File: config.mk
export PLATFORM = sky130hd
export DESIGN_NAME = if_id_buffer
export DESIGN_NICKNAME = d
export VERILOG_FILES = /design/src/rtl/if_id_buffer.sv
export SDC_FILE = /design/constraint.sdc
export NUM_CORES = 1
export LEC_CHECK = 0
export CAP_MARGIN = 20
export CORE_MARGIN = 4
export CORE_UTILIZATION = 35
export CTS_BUF_LIST = sky130_fd_sc_hd__clkbuf_4 sky130_fd_sc_hd__clkbuf_8
export CTS_CLUSTER_SIZE = 24
export DETAILED_ROUTE_END_ITERATION = 10
export GPL_TIMING_DRIVEN = 0
export PLACE_DENSITY = 0.62
export SKIP_CTS_REPAIR_TIMING = 1
export SYNTH_ARGS = -nofsm -noshare
export SYNTH_HDL_FRONTEND = slang
export SYNTH_SLANG_ARGS = --single-unit
File: constraint.sdc
create_clock -name clk -period 5.35 [get_ports clk]
set_clock_uncertainty 0.1 [all_clocks]
set_input_delay 0.8025 -clock clk [delete_from_list [all_inputs] [get_ports clk]]
set_output_delay 0.8025 -clock clk [all_outputs]
set_load 0.01 [all_outputs]
File: src/rtl/if_id_buffer.sv
// IF/ID pipeline buffer: 2-entry in-order head/skid queue between fetch and decode.
// Define IFID_PERF_CNT_EN to add the saturating decode back-pressure counter (stall_count).
module if_id_buffer (
  input  logic        clk,
  input  logic        rst,
  input  logic        in_valid,
  input  logic [31:0] in_instruction,
  input  logic [31:0] in_pc,
  output logic        in_ready,
  input  logic        flush,
  output logic        out_valid,
  output logic [31:0] out_instruction,
  output logic [31:0] out_pc,
  input  logic        out_ready
`ifdef IFID_PERF_CNT_EN
  ,
  output logic [15:0] stall_count
`endif
);

  localparam int unsigned XLEN  = 32;
  localparam int unsigned CNT_W = 16;
  localparam logic [XLEN-1:0] NOP_INSTR = XLEN'(32'h0000_0013);

  typedef enum logic [1:0] {
    EMPTY = 2'd0,
    ONE   = 2'd1,
    FULL  = 2'd2
  } state_t;

  state_t          state_q, state_d;
  logic [XLEN-1:0] head_instr_q, head_instr_d;
  logic [XLEN-1:0] head_pc_q, head_pc_d;
  logic [XLEN-1:0] skid_instr_q, skid_instr_d;
  logic [XLEN-1:0] skid_pc_q, skid_pc_d;
  logic            accept;
  logic            pop;

  // Handshakes decode from registered occupancy only; no out_ready -> in_ready path.
  assign in_ready  = (state_q != FULL);
  assign out_valid = (state_q != EMPTY);
  assign accept    = in_valid && in_ready;
  assign pop       = out_valid && out_ready;

  assign out_instruction = out_valid ? head_instr_q : NOP_INSTR;
  assign out_pc          = out_valid ? head_pc_q    : '0;

  always_ff @(posedge clk or negedge rst) begin
    if (!rst) begin
      state_q      <= EMPTY;
      head_instr_q <= '0;
      head_pc_q    <= '0;
      skid_instr_q <= '0;
      skid_pc_q    <= '0;
    end else begin
      state_q      <= state_d;
      head_instr_q <= head_instr_d;
      head_pc_q    <= head_pc_d;
      skid_instr_q <= skid_instr_d;
      skid_pc_q    <= skid_pc_d;
    end
  end

  // Occupancy transitions; flush overrides both the offered entry and the pop.
  always_comb begin
    state_d      = state_q;
    head_instr_d = head_instr_q;
    head_pc_d    = head_pc_q;
    skid_instr_d = skid_instr_q;
    skid_pc_d    = skid_pc_q;
    if (flush) begin
      state_d = EMPTY;
    end else begin
      case (state_q)
        EMPTY: begin
          if (accept) begin
            state_d      = ONE;
            head_instr_d = in_instruction;
            head_pc_d    = in_pc;
          end
        end
        ONE: begin
          if (accept && pop) begin
            head_instr_d = in_instruction;
            head_pc_d    = in_pc;
          end else if (accept) begin
            state_d      = FULL;
            skid_instr_d = in_instruction;
            skid_pc_d    = in_pc;
          end else if (pop) begin
            state_d = EMPTY;
          end
        end
        FULL: begin
          if (pop) begin
            state_d      = ONE;
            head_instr_d = skid_instr_q;
            head_pc_d    = skid_pc_q;
          end
        end
        default: state_d = EMPTY;
      endcase
    end
  end

`ifdef IFID_PERF_CNT_EN
  logic stall_inc;

  // Counts every stalled edge regardless of flush, saturating at all-ones.
  assign stall_inc = out_valid && !out_ready && (stall_count != {CNT_W{1'b1}});

  always_ff @(posedge clk or negedge rst) begin
    if (!rst) begin
      stall_count <= '0;
    end else if (stall_inc) begin
      stall_count <= stall_count + CNT_W'(1);
    end
  end
`endif

endmodule

==> results of run 1 <==
-- worst paths after layout --
path                                                 to  slack (ns)                         start
setup reg to reg              head_pc_q[31]$_DFFE_PN0P_        3.31        state_q[1]$_DFFE_PN0P_
hold / removal                skid_pc_q[19]$_DFFE_PN0P_        0.24                           rst
setup / recovery                    out_instruction[27]        1.71        state_q[1]$_DFFE_PN0P_
min in group clk           head_instr_q[29]$_DFFE_PN0P_        0.38  head_instr_q[29]$_DFFE_PN0P_
hold reg to reg            head_instr_q[29]$_DFFE_PN0P_        0.38  head_instr_q[29]$_DFFE_PN0P_
max in group asynchronous   head_instr_q[6]$_DFFE_PN0P_        4.14                           rst
-- power by group through the flow --
stage / logic, W / clock network (W) / registers [W]
floorplan: 0.000371 / 0 / 0.00131
global route: 0.000660 / 0.000912 / 0.00136
global placement: 0.000597 / 0 / 0.00133
detailed placement: 0.000619 / 0 / 0.00135
finish: 0.000608 / 0.000835 / 0.00133
CTS: 0.000621 / 0.000867 / 0.00133
-- routing by layer --
| layer | vias to the layer above | wire length (um) | track usage, % |
|---|---|---|---|
| met5 | - | 0 | 0 |
| met4 | 0 | 328 | 6.63 |
| met3 | 22 | 557 | 3.48 |
| met2 | 76 | 7360 | 25.4 |
| met1 | 1999 | 6180 | 18.2 |
| li1 | 1801 | - | - |
-- cell usage after synthesis, types with 2 or more instances --
| library cell | n | area share (%) |
|---|---|---|
| clkbuf_1 | 7 | 0.43 |
| nor2b_1 | 62 | 6.3 |
| a21oi_1 | 2 | 0.16 |
| inv_1 | 2 | 0.12 |
| nor2_1 | 2 | 0.12 |
| or2_2 | 3 | 0.31 |
| mux2_2 | 185 | 34 |
| buf_2 | 3 | 0.24 |
| nand2_1 | 2 | 0.12 |
| buf_4 | 3 | 0.37 |
| buf_6 | 14 | 2.6 |
| dfrtp_1 | 130 | 53 |
| mux2_1 | 7 | 1.3 |
-- kinds of logic (layout without fill, tap and decap cells) --
| logic type | after synthesis | in the layout |
|---|---|---|
| flip-flops | 130 | 130 |
| multiplexers | 192 | 192 |
| AO/OA/AOI/OAI | 5 | 5 |
| buffers and inverters | 29 | 196 |
| AND/OR/NAND/NOR | 74 | 74 |
-- flip-flops by register name, summed over array words and instances (netlist names) --
signal and flops:
state_q 2, head_instr_q 32, skid_instr_q 32, skid_pc_q 32, head_pc_q 32
-- per-stage QoR --
| step | total power, W | TNS [ns] | util, % |
|---|---|---|---|
| floorplan | 0.00168 | 0 | - |
| global placement | 0.00193 | -237.25 | 45.1 |
| detailed placement | 0.00196 | 0 | 45.2 |
| CTS | 0.00281 | 0 | 47.5 |
| global route | 0.00293 | 0 | 47.5 |
| finish | 0.00277 | 0 | 47.5 |
-- final cells by class --
class	count	area (um2)
multi-input cells	271	2660
repair buffers	135	1370
well taps	225	282
clock buffers	22	284
plain buffers	27	221
fillers	1555	9050
inverters	2	7.51
clock inverters	10	109
flip-flops and latches	130	3250
-- worst reg2reg max path: stages, from the launching register on --
cell and delay, ns:
dfrtp_1 0.44, nor2b_2 0.19, nand2_1 0.12, a21oi_4 0.41, buf_4 0.30, mux2_2 0.36
==> metrics.cfg, run 1 <==
[clock_tree]
cts.sinks=130
htreeDepth=4
clk_pin_slew_ns=0.08
cts_tree=done
cts_made_buffers=17
cts-root-buf=clkbuf_8
clk_path_buf_depth=2
clock_latency_ns=0.43

[global_route]
grt_pass1_vias=4336
antenna_found_initial=0
grt_overflow=0
grt_pass1_wl_um=23000
track_usage_pct=15.0
grt_max_degree=67

[logic_synthesis]
synth_compound_area_share_pct=0.692
synth_seq_cells=130
syn-cell-area_mm2=0.00614
synth-xor-area-share_pct=0
synthAdderAreaFrac_pct=0
syn_nets=499
ys_warn_count=0
synth_edf_count=0
synth-async-reset-ratio_pct=100
synth_top_family_by_area=multiplexers
synth_cell_type_count=21
synth_ff_type=dfrtp_1
synthMuxAreaShare_pct=35.2
yosysSeqAreaShare_pct=53.0
synth-simple-area-share_pct=7.43
syn_inst=430
postSynthAreaPerCell_um2=14.3

[place]
gp_congestion=0.748
dp.final_hpwl_um=10200
port_buffers=134
dpl-instance-area_mm2=0.00779
pre_cts_slack_ns=2.08
placedCellCount=790

[setup_path]
cp.depth=5
cp_slowest_cell=clkbuf_1
slowest_delay_ns=0.55
arrival_ns=2.74
path_max_fanout=10
critPathKind=register to output pin
path_buf_inv=3
endpoint_kind=output pin
crit_required_ns=4.45
path_common_cell=clkbuf_1
path_delay_family=buffers and inverters
reg2reg_depth=5
cp_cell_sequence=nor2_1 > clkbuf_1 > clkbuf_1 > nor2b_1 > clkdlybuf4s50_1
start_kind=register

[routing]
vias=3898
detail_route.vias_per_cell=4.74
initialDrtViolationCount=112
ant_nets=0
drc_errors=0
wire_per_inst_um=17.5
drt-total-wl_um=14400
dr.pass1.iters=4

[power]
p_clk_share_pct=30.2
pwr-share-comb_pct=21.9
seqPwrFrac_pct=47.9
swShare_pct=25.4
p_sw_w=0.000705
internal_power_w=0.00206
p_leak_nw=3.30
powerDensity_mw_per_mm2=338
peakVddDrop_mv=0.148

[sta]
worst_slack_ns=1.71
fin_hold_ws_ns=0.243
timing.final.hold_violations=0
slew_headroom_pct=57.1
drv_slew=0
fin_crit_sh_pct=68.1
period_needed_ns=3.64
rsz0062_at_grt=false
worst_pin_slew_ns=0.644
fmax_mhz=275
finalSetupViolCount=0

[layout]
nets=653
final_area_mm2=0.00819
stdcell_count=822
drive_above_1_share_pct=40.9
final_common_cell=mux2_2
area_delta_synth_final_pct=33.3
n_antenna_cell=0
layout_common_cells=mux2_2, clkdlybuf4s50_1, dfrtp_1

[floorplanning]
coreArea_mm2=0.0172
fp-row-count=48
initial_core_util_pct=35.6
dieArea_mm2=0.0197
ioPinCount=135
die_w_um=140
chipHeight_um=140

[run_status]
status=finished clean

[hold_path]
hold_path_class=primary input to async pin

[job]
maxCapViolCount=0

No activity file was read; power rests on OpenSTA's default activity.
==> inputs of run 2 (changes only) <==
PLACE_DENSITY = 0.64   (was 0.62)
clock period = 3.3 ns   (was 5.35 ns; I/O delays follow)
==> run 2 against run 1 <==
Clock-buffer cell count shrank 3. Global-route usage about the same. Non-clock buffer count up 1. Design area down 0.17%. Routed wire length down 1.6%. Critical path depth unchanged. Worst hold slack improved by 0.14 ns. Sequential power is 62% higher. Combinational power up 62%. Clock power up 50%. First-iteration DRC count is 42% lower. Final cell count is 0.12% higher. Critical path type unchanged. Largest cell class unchanged.
==> metrics.cfg, run 2 (same netlist as run 1, synthesis figures left out) <==
[run_status]
status=finished clean

[layout]
layout_common_cells=mux2_2, clkdlybuf4s50_1, dfrtp_1
final_common_cell=mux2_2
stdcell_count=823
area_delta_synth_final_pct=33.1
drive_above_1_share_pct=41.1
final_area_mm2=0.00817
n_antenna_cell=0
nets=654
final_util_pct=47.4

[routing]
drc_errors=0
dr.pass1.iters=4
drt-total-wl_um=14200
vias=3859
initialDrtViolationCount=65
wire_per_inst_um=17.2
ant_nets=0
detail_route.vias_per_cell=4.69

[floorplanning]
coreArea_mm2=0.0172
fp-row-count=48
ioPinCount=135
initial_core_util_pct=35.6
die_w_um=140
chipHeight_um=140
dieArea_mm2=0.0197

[setup_path]
rrSetupSlack_ns=1.26
crit_required_ns=2.70
endpoint_kind=output pin
critPathKind=register to output pin
start_kind=register
path_max_fanout=10
arrival_ns=2.42

[clock_tree]
clock_latency_ns=0.43
cts_made_buffers=17
cts.sinks=130
cts-root-buf=clkbuf_8
htreeDepth=4
clk_path_buf_depth=2
cts_tree=done
clk_pin_slew_ns=0.08

[sta]
period_needed_ns=3.02
drv_slew=0
finalSetupViolCount=0
fin_crit_sh_pct=91.5
timing.final.hold_violations=0
slew_headroom_pct=61.7
rsz0062_at_grt=false
worst_pin_slew_ns=0.574
fmax_mhz=331
setup-tns-final_ns=0

[place]
dpl-instance-area_mm2=0.00779
placedCellCount=790
port_buffers=134
dp.final_hpwl_um=10100
gp_congestion=0.741

[global_route]
track_usage_pct=15.0
grt_overflow=0
grt_pass1_wl_um=23200
grt_pass1_vias=4380
grt_max_degree=89
antenna_found_initial=0

[job]
maxCapViolCount=0

[hold_path]
hold_path_class=register to register

[power]
peakVddDrop_mv=0.260
powerDensity_mw_per_mm2=536
p_leak_nw=3.29

[run 2: cell types whose count changed in the layout (fill, tap and decap cells not counted), moves of 2 or more]
cell	delta
clkbuf_4	-2
clkbuf_1	-2
clkbuf_2	+2
clkinvlp_4	+2
[run 2: final cells by class]
type                            instances  area, um2
Fill cell                            1546       9060
Buffer                                 27        224
Inverter                                2       7.51
Sequential cell                       130       3250
Tap cell                              225        282
Clock buffer                           19        255
Clock inverter                         13        111
Multi-Input combinational cell        271       2660
Timing Repair Buffer                  136       1380
[run 2: through the flow]
step	hold WS, ns	power [W]	worst slack [ns]
after floorplan	0.0994	0.00272	1.47
after global placement	0.362	0.00312	-3.52
after detailed placement	0.341	0.00319	0.379
after CTS	-0.150	0.00446	-0.120
after global routing	0.415	0.00465	0.0344
final	0.380	0.00439	0.282
[run 2: layer usage]
layer  part of all wire [%]  global-route usage [%]
met1                     44                    18.6
met2                     51                    25.7
met3                    4.0                    3.35
met4                    1.4                    5.66
met5                      0                       0
[run 2: final timing paths]
| check | startpoint | end | depth (start not counted) |
|---|---|---|---|
| worst max-delay path | state_q[1]$_DFFE_PN0P_ | out_instruction[13] | 5 |
| worst min-delay path | head_instr_q[29]$_DFFE_PN0P_ | head_instr_q[29]$_DFFE_PN0P_ | 1 |
| worst max register to register | state_q[1]$_DFFE_PN0P_ | head_instr_q[2]$_DFFE_PN0P_ | 5 |
| worst min register to register | head_instr_q[29]$_DFFE_PN0P_ | head_instr_q[29]$_DFFE_PN0P_ | 1 |
| max in group asynchronous | rst | skid_instr_q[30]$_DFFE_PN0P_ | 3 |
| min in group asynchronous | rst | head_pc_q[17]$_DFFE_PN0P_ | 2 |
[run 2: where the power goes]
group,switching [W],leakage [nW],internal [W]
Clock,0.000631,0.181,0.000619
Combinational,0.000344,1.54,0.000639
Sequential,0.000174,1.57,0.00198
Total,0.00115,3.29,0.00324
[run 2: worst max-delay path, cell delays in order, from the launching register on]
cell             delay [ns]
dfrtp_1                0.45
nor2_1                 0.15
clkbuf_2               0.30
clkbuf_1               0.46
nor2b_1                0.11
clkdlybuf4s50_1        0.50
==> inputs of run 3 (changes only) <==
ABC_CLOCK_PERIOD_IN_PS = 3300   (was default)
==> results of run 3 <==
Same layout as run 2: the final DEF is identical, and so are final timing and power.
